`config.mk`:
```
export PLATFORM = sky130hd
export DESIGN_NAME = pc_next_gen
export DESIGN_NICKNAME = d
export VERILOG_FILES = /design/src/rtl/pc_pkg.sv /design/src/rtl/pc_redirect_sel.sv /design/src/rtl/pc_next_gen.sv
export SDC_FILE = /design/constraint.sdc
export NUM_CORES = 1
export LEC_CHECK = 0
export BUFFER_PORTS_ARGS = -buffer_cell sky130_fd_sc_hd__buf_2
export CELL_PAD_IN_SITES_DETAIL_PLACEMENT = 0
export CELL_PAD_IN_SITES_GLOBAL_PLACEMENT = 1
export CORE_MARGIN = 5
export CORE_UTILIZATION = 35
export CTS_CLUSTER_SIZE = 40
export DETAILED_ROUTE_END_ITERATION = 6
export MAX_ROUTING_LAYER = met4
export PLACE_DENSITY_LB_ADDON = 0.25
export REMOVE_ABC_BUFFERS = 1
export SYNTH_ARGS = -nofsm -noshare
export SYNTH_HDL_FRONTEND = slang
export SYNTH_SLANG_ARGS = --single-unit
```
`constraint.sdc`:
```
create_clock -name clk -period 3.65 [get_ports clk]
set_clock_uncertainty 0.2 [all_clocks]
set_input_delay 0.73 -clock clk [delete_from_list [all_inputs] [get_ports clk]]
set_output_delay 0.73 -clock clk [all_outputs]
set_load 0.03 [all_outputs]
```
`src/rtl/pc_pkg.sv`:
```
// Shared types and constants for the next-PC generator: FSM state encoding,
// PC width, sequential increment and default boot/trap vectors.
package pc_pkg;

    localparam int unsigned PC_WIDTH = 32;

    localparam logic [PC_WIDTH-1:0] PC_INCR              = PC_WIDTH'(4);
    localparam logic [PC_WIDTH-1:0] DEFAULT_RESET_VECTOR = 32'h0000_0000;
    localparam logic [PC_WIDTH-1:0] DEFAULT_TRAP_VECTOR  = 32'h0000_0100;

    typedef enum logic [1:0] {
        ST_BOOT = 2'd0,
        ST_RUN  = 2'd1,
        ST_HOLD = 2'd2
    } pc_state_t;

endpackage

```
`src/rtl/pc_redirect_sel.sv`:
```
// Redirect priority mux (trap > jmp > br > pending) with target alignment check.
// Define PC_COMPRESSED_EN to accept 2-byte aligned jmp/br targets.
module pc_redirect_sel
    import pc_pkg::*;
#(
    parameter logic [PC_WIDTH-1:0] TRAP_VECTOR = DEFAULT_TRAP_VECTOR
) (
    input  logic                trap,
    input  logic                jmp_valid,
    input  logic [PC_WIDTH-1:0] jmp_target,
    input  logic                br_taken,
    input  logic [PC_WIDTH-1:0] br_target,
    input  logic                pend_valid,
    input  logic                pend_trap,
    input  logic [PC_WIDTH-1:0] pend_target,
    output logic [PC_WIDTH-1:0] target,
    output logic                valid,
    output logic                misaligned
);

    logic [PC_WIDTH-1:0] raw;
    logic                is_trap;
    logic                checked;
    logic                bad_align;

    always_comb begin
        raw     = '0;
        is_trap = 1'b0;
        checked = 1'b0;
        valid   = 1'b0;
        if (trap) begin
            valid   = 1'b1;
            is_trap = 1'b1;
        end else if (jmp_valid) begin
            valid   = 1'b1;
            raw     = jmp_target;
            checked = 1'b1;
        end else if (br_taken) begin
            valid   = 1'b1;
            raw     = br_target;
            checked = 1'b1;
        end else if (pend_valid) begin
            valid = 1'b1;
            if (pend_trap) begin
                is_trap = 1'b1;
            end else begin
                raw     = pend_target;
                checked = 1'b1;
            end
        end
    end

`ifdef PC_COMPRESSED_EN
    assign bad_align = raw[0];
`else
    assign bad_align = |raw[1:0];
`endif

    // Trap vectors are always aligned; only jmp/br-derived addresses are checked.
    assign misaligned = checked & bad_align;
    assign target     = (is_trap || misaligned) ? TRAP_VECTOR : raw;

endmodule

```
`src/rtl/pc_next_gen.sv`:
```
// Next-PC generator: BOOT/RUN/HOLD FSM holding the PC while fetch is stalled,
// with a pending redirect register. Alignment rule selected by PC_COMPRESSED_EN.
module pc_next_gen
    import pc_pkg::*;
#(
    parameter logic [PC_WIDTH-1:0] RESET_VECTOR = DEFAULT_RESET_VECTOR,
    parameter logic [PC_WIDTH-1:0] TRAP_VECTOR  = DEFAULT_TRAP_VECTOR
) (
    input  logic                clk,
    input  logic                rst_n,
    input  logic [PC_WIDTH-1:0] pc,
    output logic [PC_WIDTH-1:0] pc_next,
    input  logic                stall,
    input  logic                imem_ready,
    input  logic                trap,
    input  logic                jmp_valid,
    input  logic [PC_WIDTH-1:0] jmp_target,
    input  logic                br_taken,
    input  logic [PC_WIDTH-1:0] br_target,
    output logic                fetch_valid,
    output logic                misalign_err
);

    pc_state_t           state;
    logic                pend_valid;
    logic                pend_trap;
    logic [PC_WIDTH-1:0] pend_target;

    logic                advance;
    logic                live_valid;
    logic [PC_WIDTH-1:0] live_target;
    logic [PC_WIDTH-1:0] sel_target;
    logic                sel_valid;
    logic                sel_misaligned;

    assign advance     = !stall && imem_ready;
    assign live_valid  = trap || jmp_valid || br_taken;
    assign live_target = jmp_valid ? jmp_target : br_target;

    // Pending is only a candidate while holding; in RUN it is always clear.
    pc_redirect_sel #(
        .TRAP_VECTOR (TRAP_VECTOR)
    ) u_sel (
        .trap        (trap),
        .jmp_valid   (jmp_valid),
        .jmp_target  (jmp_target),
        .br_taken    (br_taken),
        .br_target   (br_target),
        .pend_valid  (pend_valid && (state == ST_HOLD)),
        .pend_trap   (pend_trap),
        .pend_target (pend_target),
        .target      (sel_target),
        .valid       (sel_valid),
        .misaligned  (sel_misaligned)
    );

    always_comb begin
        pc_next      = pc;
        misalign_err = 1'b0;
        case (state)
            ST_BOOT: pc_next = RESET_VECTOR;
            ST_RUN, ST_HOLD: begin
                if (advance) begin
                    if (sel_valid) begin
                        pc_next      = sel_target;
                        misalign_err = sel_misaligned;
                    end else begin
                        pc_next = pc + PC_INCR;
                    end
                end
            end
            default: pc_next = RESET_VECTOR;
        endcase
    end

    always_ff @(posedge clk) begin
        if (!rst_n) begin
            state       <= ST_BOOT;
            fetch_valid <= 1'b0;
            pend_valid  <= 1'b0;
            pend_trap   <= 1'b0;
            pend_target <= '0;
        end else begin
            case (state)
                ST_BOOT: begin
                    state       <= ST_RUN;
                    fetch_valid <= 1'b1;
                end
                ST_RUN: begin
                    if (!advance) begin
                        state <= ST_HOLD;
                        if (live_valid) begin
                            pend_valid  <= 1'b1;
                            pend_trap   <= trap;
                            pend_target <= live_target;
                        end
                    end
                end
                ST_HOLD: begin
                    if (advance) begin
                        state      <= ST_RUN;
                        pend_valid <= 1'b0;
                        pend_trap  <= 1'b0;
                    end else if (live_valid && !pend_trap) begin
                        // A latched trap is sticky; anything else is overwritten.
                        pend_valid  <= 1'b1;
                        pend_trap   <= trap;
                        pend_target <= live_target;
                    end
                end
                default: begin
                    state       <= ST_BOOT;
                    fetch_valid <= 1'b0;
                end
            endcase
        end
    end

endmodule
```
Yosys cells after proc, flatten, opt, wreduce, memory -nomap -nowiden
Index checks and enable logic that the tools add are counted.

Register bits: 37. Logic and storage cells: 76.

Mux-type cells: 46. Add/sub/neg operators: 1. Bitwise logic cells: 1. Equality and inequality tests: 8. Reduce and logical (&&, ||, !) cells: 15.

Operator list (count): two-way mux 32 bit (14); one-hot mux 32 bit (2 select lines) (1); adder 32 x 3 -> 32 bit (second input constant) (1); two-way mux 1 bit (25); inequality test 2 bit (second input constant) (4); one-hot mux 1 bit (2 select lines) (3); one-hot mux 2 bit (3 select lines) (1); AND reduction 5 bit (1); two-way mux 2 bit (2); AND reduction 4 bit (1); OR reduction 2 bit (2); logical AND 1 bit (3); logical OR 1 bit (3); inequality test 3 x 2 -> 1 bit (second input constant) (1); equality test 2 x 1 -> 1 bit (second input constant) (1); equality test 2 bit (second input constant) (1); logical NOT 1 bit (2); logical NOT 2 bit (1); inequality test 2 x 1 -> 1 bit (second input constant) (1); AND reduction 2 bit (1); nonzero test 2 bit (1); bitwise AND 1 bit (1).

Depth between registers and ports, before layout
Depth after elaboration: 13. Gate-level depth with buffers: 10.

Modules after synthesis
Synthesis repeated with hierarchy kept, for this count alone.

Cell total of the unflattened synthesis: 632. Area total of the unflattened synthesis: 4546.9 um^2.

By module, submodules not included: pc_next_gen (cells an instance 442, area an instance 3170.5 um^2, times used 1); pc_redirect_sel (cells an instance 190, area an instance 1376.3 um^2, times used 1).

Worst setup path before layout
No wires, ideal clock.

Path type: input to output. From: in jmp_valid. To: out pc_next[8]. Required time: 2.720 ns. Arrival time: 2.507 ns. Cell stages on the path: 6. Path slack: 0.213 ns. Cells stage by stage: buf_2 > nor3_1 > buf_2 > a222oi_1 > a2bb2o_1 > a221oi_1.

Word-level cells in the longest chain between the ends: 9.

RTL lines: start, declared (RTL line pc_next_gen.sv:16) `input logic jmp_valid,`; two-way mux 32 bit (RTL line pc_redirect_sel.sv:34) `end else if (jmp_valid) begin`; two-way mux 32 bit (RTL line pc_redirect_sel.sv:31) `if (trap) begin`; OR reduction 2 bit (RTL line pc_redirect_sel.sv:56) `assign bad_align = |raw[1:0];`; bitwise AND 1 bit (RTL line pc_redirect_sel.sv:60) `assign misaligned = checked & bad_align;`; logical OR 1 bit (RTL line pc_redirect_sel.sv:61) `assign target = (is_trap || misaligned) ? TRAP_VECTOR : raw;`; two-way mux 32 bit (RTL line pc_redirect_sel.sv:61); two-way mux 32 bit (*) (RTL line pc_next_gen.sv:64) `if (sel_valid) begin`; two-way mux 32 bit (*) (RTL line pc_next_gen.sv:63) `if (advance) begin`; two-way mux 32 bit (*) (RTL line pc_next_gen.sv:60) `case (state)`; end, declared (RTL line pc_next_gen.sv:12) `output logic [PC_WIDTH-1:0] pc_next,`.

Every way passes the cells marked *; elsewhere a longest branch is shown, timed or not.

Worst setup path in the final report
From: reg state[0]. To: out pc_next[16].

Word-level cells in the longest chain between the ends: 13.

RTL lines: start, declared (RTL line pc_next_gen.sv:24) `pc_state_t state;`; start signal, assigned (RTL line pc_next_gen.sv:78) `state <= ST_BOOT;`; start signal, assigned (RTL line pc_next_gen.sv:86) `state <= ST_RUN;`; start signal, assigned (RTL line pc_next_gen.sv:91) `state <= ST_HOLD;`; equality test 2 bit (RTL line pc_next_gen.sv:49, pc_next_gen.sv:60); logical AND 1 bit (RTL line pc_next_gen.sv:49) `.pend_valid (pend_valid && (state == ST_HOLD)),`; two-way mux 32 bit (RTL line pc_redirect_sel.sv:42) `end else if (pend_valid) begin`; two-way mux 32 bit (RTL line pc_redirect_sel.sv:38) `end else if (br_taken) begin`; two-way mux 32 bit (RTL line pc_redirect_sel.sv:34); two-way mux 32 bit (RTL line pc_redirect_sel.sv:31); OR reduction 2 bit (RTL line pc_redirect_sel.sv:56); bitwise AND 1 bit (RTL line pc_redirect_sel.sv:60); logical OR 1 bit (RTL line pc_redirect_sel.sv:61); two-way mux 32 bit (RTL line pc_redirect_sel.sv:61); two-way mux 32 bit (RTL line pc_next_gen.sv:64); two-way mux 32 bit (RTL line pc_next_gen.sv:63); two-way mux 32 bit (*) (RTL line pc_next_gen.sv:60).

Marks and branches as above.

==> impl_metrics.tcl <==
set metrics [dict create \
    synth.ff_latch_count 37 \
    hold_ws_ps 294 \
    grt_max_degree 42 \
    post_route_cells_drive_above_1_share_pct 30.8 \
    ys.flop_type "dfxtp_1" \
    io_buffer_count 136 \
    rows 36 \
    design.final.nets 689 \
    mapped_avg_cell_area_um2 7.63 \
    initial_utilization_pct 35.7 \
    synth_seq_area_share_pct 21.3 \
    final.setup.tns_ps 0 \
    post-cts-setup-buffer-count 0 \
    numCtsBuffers 5 \
    n_fill_cell 1025 \
    path_cells "inv_1, ha_4, nand3b_1, a21o_1, or2_1, buf_4, or3_1, a31oi_1, buf_2" \
    timing.fmax_ghz 0.288 \
    netlist-cell-type-count 59 \
    max_cap_viol_count 0 \
    clock_latency_ps 280 \
    area_taken_by_multi_input_logic_gates_mm2 0.00255 \
    final_critical_path_setup_slack_ps 181 \
    finalHoldViolations 0 \
    drc_errors 0 \
    drt_first_iter_violations 364 \
    syn_inst 455 \
    stdcell_count 715 \
    worst_path_largest_cell_delay_ps 350 \
    first_pass_grt_wire_length_um 20300 \
    dr_total_vias 4331 \
    place_inst 708 \
    grt.total_usage_pct 21.7 \
    drtAntennaViolNets 0 \
    finish.instance_area_mm2 0.00446 \
    grt_residual_overflow 0 \
    finish.utilization_pct 45.8 \
    synth_edf_count 0 \
    register_area_um2 741 \
    endpoint_kind "output port" \
    hpwlAfterDp_um 9830 \
    drt_pre_antenna_iters 7 \
    design.die.area_mm2 0.0120 \
    timing.critical_path.required_ps 2720 \
    ys_warn_count 0 \
    flow.area_growth_from_synthesis_pct 28.5 \
    synthArstFlopShare_pct 0 \
    synth_top_area_share_pct 21.3 \
    die_w_um 110 \
    antenna_violations_before_repair 1 \
    slew-limit-headroom_pct 59.6 \
    clock_path_buffers 2 \
    critical-path-slowest-cell "or3_1" \
    critical-path-top-delay-family "simple AND/OR/NAND/NOR gates" \
    grt_pass1_vias 4097 \
    max_slew.worst_pin.slew_ps 603 \
    min_path_type "register to register" \
    power-per-cell-area_mw_per_mm2 376 \
    worst_setup_hold_path_clk_slew_ps 70 \
    worstPathMaxFanout 15 \
    design_power_total_mw 1.68 \
    path_class "register to output port" \
    drv_slew 0 \
    post-place-ws_ps 151 \
    post-synth-top-area-cell "dfxtp_1" \
    post_synth_main_area_contributors "dfxtp_1, mux2i_1, a222oi_1, a211oi_1, nor2_1" \
    placement.cell_area_mm2 0.00437 \
    run_status "finished clean" \
    cts_tree "done" \
    floorplan.io_pins 137 \
    via_per_inst 6.06 \
    worstPathBufferInverterCount 3 \
    min_period_ps 3470 \
    die_height_um 110 \
    worst-endpoint-arrival_ps 2540 \
    totalWireLength_um 13200 \
    syn-cell-area_mm2 0.00347 \
    core_area_mm2 0.00973 \
    layout_worst_path_cycle_share_pct 95.0 \
    critPathLaunchType "register" \
    p_leak_nw 1.86 \
    clkSinkCount 37 \
    ctsRootBufferMaster "clkbuf_8" \
    ctsHtreeMaxLevel 2 \
    routed_wire_length_per_instance_um 18.4 \
    setup_repair_after_global_routing_missed_its_margin "no" \
    place_congestion 0.947 \
    worst_ir_drop_vdd_v 0.000149 \
    count_of_endpoints_failing_setup_in_the_final_report 0 \
]
-- area by class of cell --
type / instances / share of cell area (%)
multi-input cells: 368 / 57.1
repair buffers: 161 / 20.1
flip-flops and latches: 37 / 16.6
well taps: 133 / 3.73
clock buffers: 5 / 1.54
inverters: 9 / 0.757
clock inverters: 1 / 0.112
diodes: 1 / 0.0561
-- timing repair --
action,in CTS,in global routing
hold buffers,0,0
resized for setup,0,3
endpoints found under the setup margin,0,12
endpoints found under the hold margin,0,0
-- flip-flops by register name, indices dropped and copies added (netlist names) --
name and cells:
pend_valid 1, state 2, fetch_valid 1, pend_target 32, pend_trap 1
-- power breakdown --
| group | internal [mW] | switching, mW |
|---|---|---|
| Combinational | 0.313 | 0.551 |
| Sequential | 0.489 | 0.0465 |
| Clock | 0.126 | 0.153 |
| Total | 0.928 | 0.751 |
-- logic make-up (layout without fill, tap and decap cells) --
family | after synthesis | in the layout | share of synthesized area (%)
and+or+nand+nor | 165 | 165 | 24.6
DFF | 37 | 37 | 21.3
other | 0 | 1 | 0
adders and majority gates | 4 | 4 | 1.44
buffers and inverters | 50 | 176 | 6.06
xor gates and xnor gates | 5 | 5 | 1.26
AOI/OAI and AO/OA | 160 | 160 | 35.5
muxes | 34 | 34 | 9.81
-- path summary, 6_finish.rpt --
kind,startpoint,to,slack [ps],cells after the start
max,state[0],pc_next[16],180,9
min,pend_trap,pend_trap,290,2
max reg2reg,state[1],pend_target[3],1590,8
min reg2reg,pend_trap,pend_trap,290,2
-- worst register-to-register path, delay by kind of cell, from the launching register on --
family / cells / cell delay, ps
AO/OA/AOI/OAI: 2 / 300
adder cells (fa/ha/maj): 1 / 230
buffers and inverters: 2 / 470
flip-flops: 1 / 340
AND/OR/NAND/NOR: 3 / 440
-- metal layers --
metal / vias up / part of all wire (%) / routed length [µm] / GRT usage [%]
met5: - / 0 / 0 / -
met4: 0 / 1.6 / 205 / 5.70
met3: 16 / 7.1 / 932 / 3.70
met2: 187 / 48 / 6280 / 35.0
met1: 2054 / 44 / 5760 / 28.3
li1: 2074 / - / - / -
-- synth_stat cells (all sizes together) (9+ instances only) --
library cell  instances
a222oi               26
mux2i                34
nand2                32
clkbuf               18
o21ai                22
a21oi                23
dfxtp                37
nand3                17
buf                  23
a211oi               34
nor3                 14
nand4                 9
nor2                 50
-- layout by cell type, fill, tap and decap left out, types with 3 or more instances in the layout --
cell	n
a2bb2oi_1	4
nand2_1	31
clkbuf_8	5
a32o_1	3
and4_1	4
inv_1	8
nand3b_1	3
and3_1	8
nor2_1	50
o21ai_0	22
buf_4	23
o32a_1	4
buf_2	135
and2_1	3
o31a_1	6
nand3_1	17
ha_1	3
o22ai_1	4
o32ai_1	4
nand4_1	8
nor3_1	12
xor2_1	4
a222oi_1	26
a221o_1	3
nor4_1	3
nand2b_1	3
or4_1	3
mux2i_1	34
a21oi_1	23
or3_1	6
a31oi_1	7
dfxtp_1	37
a211oi_1	34
No activity file was read; power rests on OpenSTA's default activity.
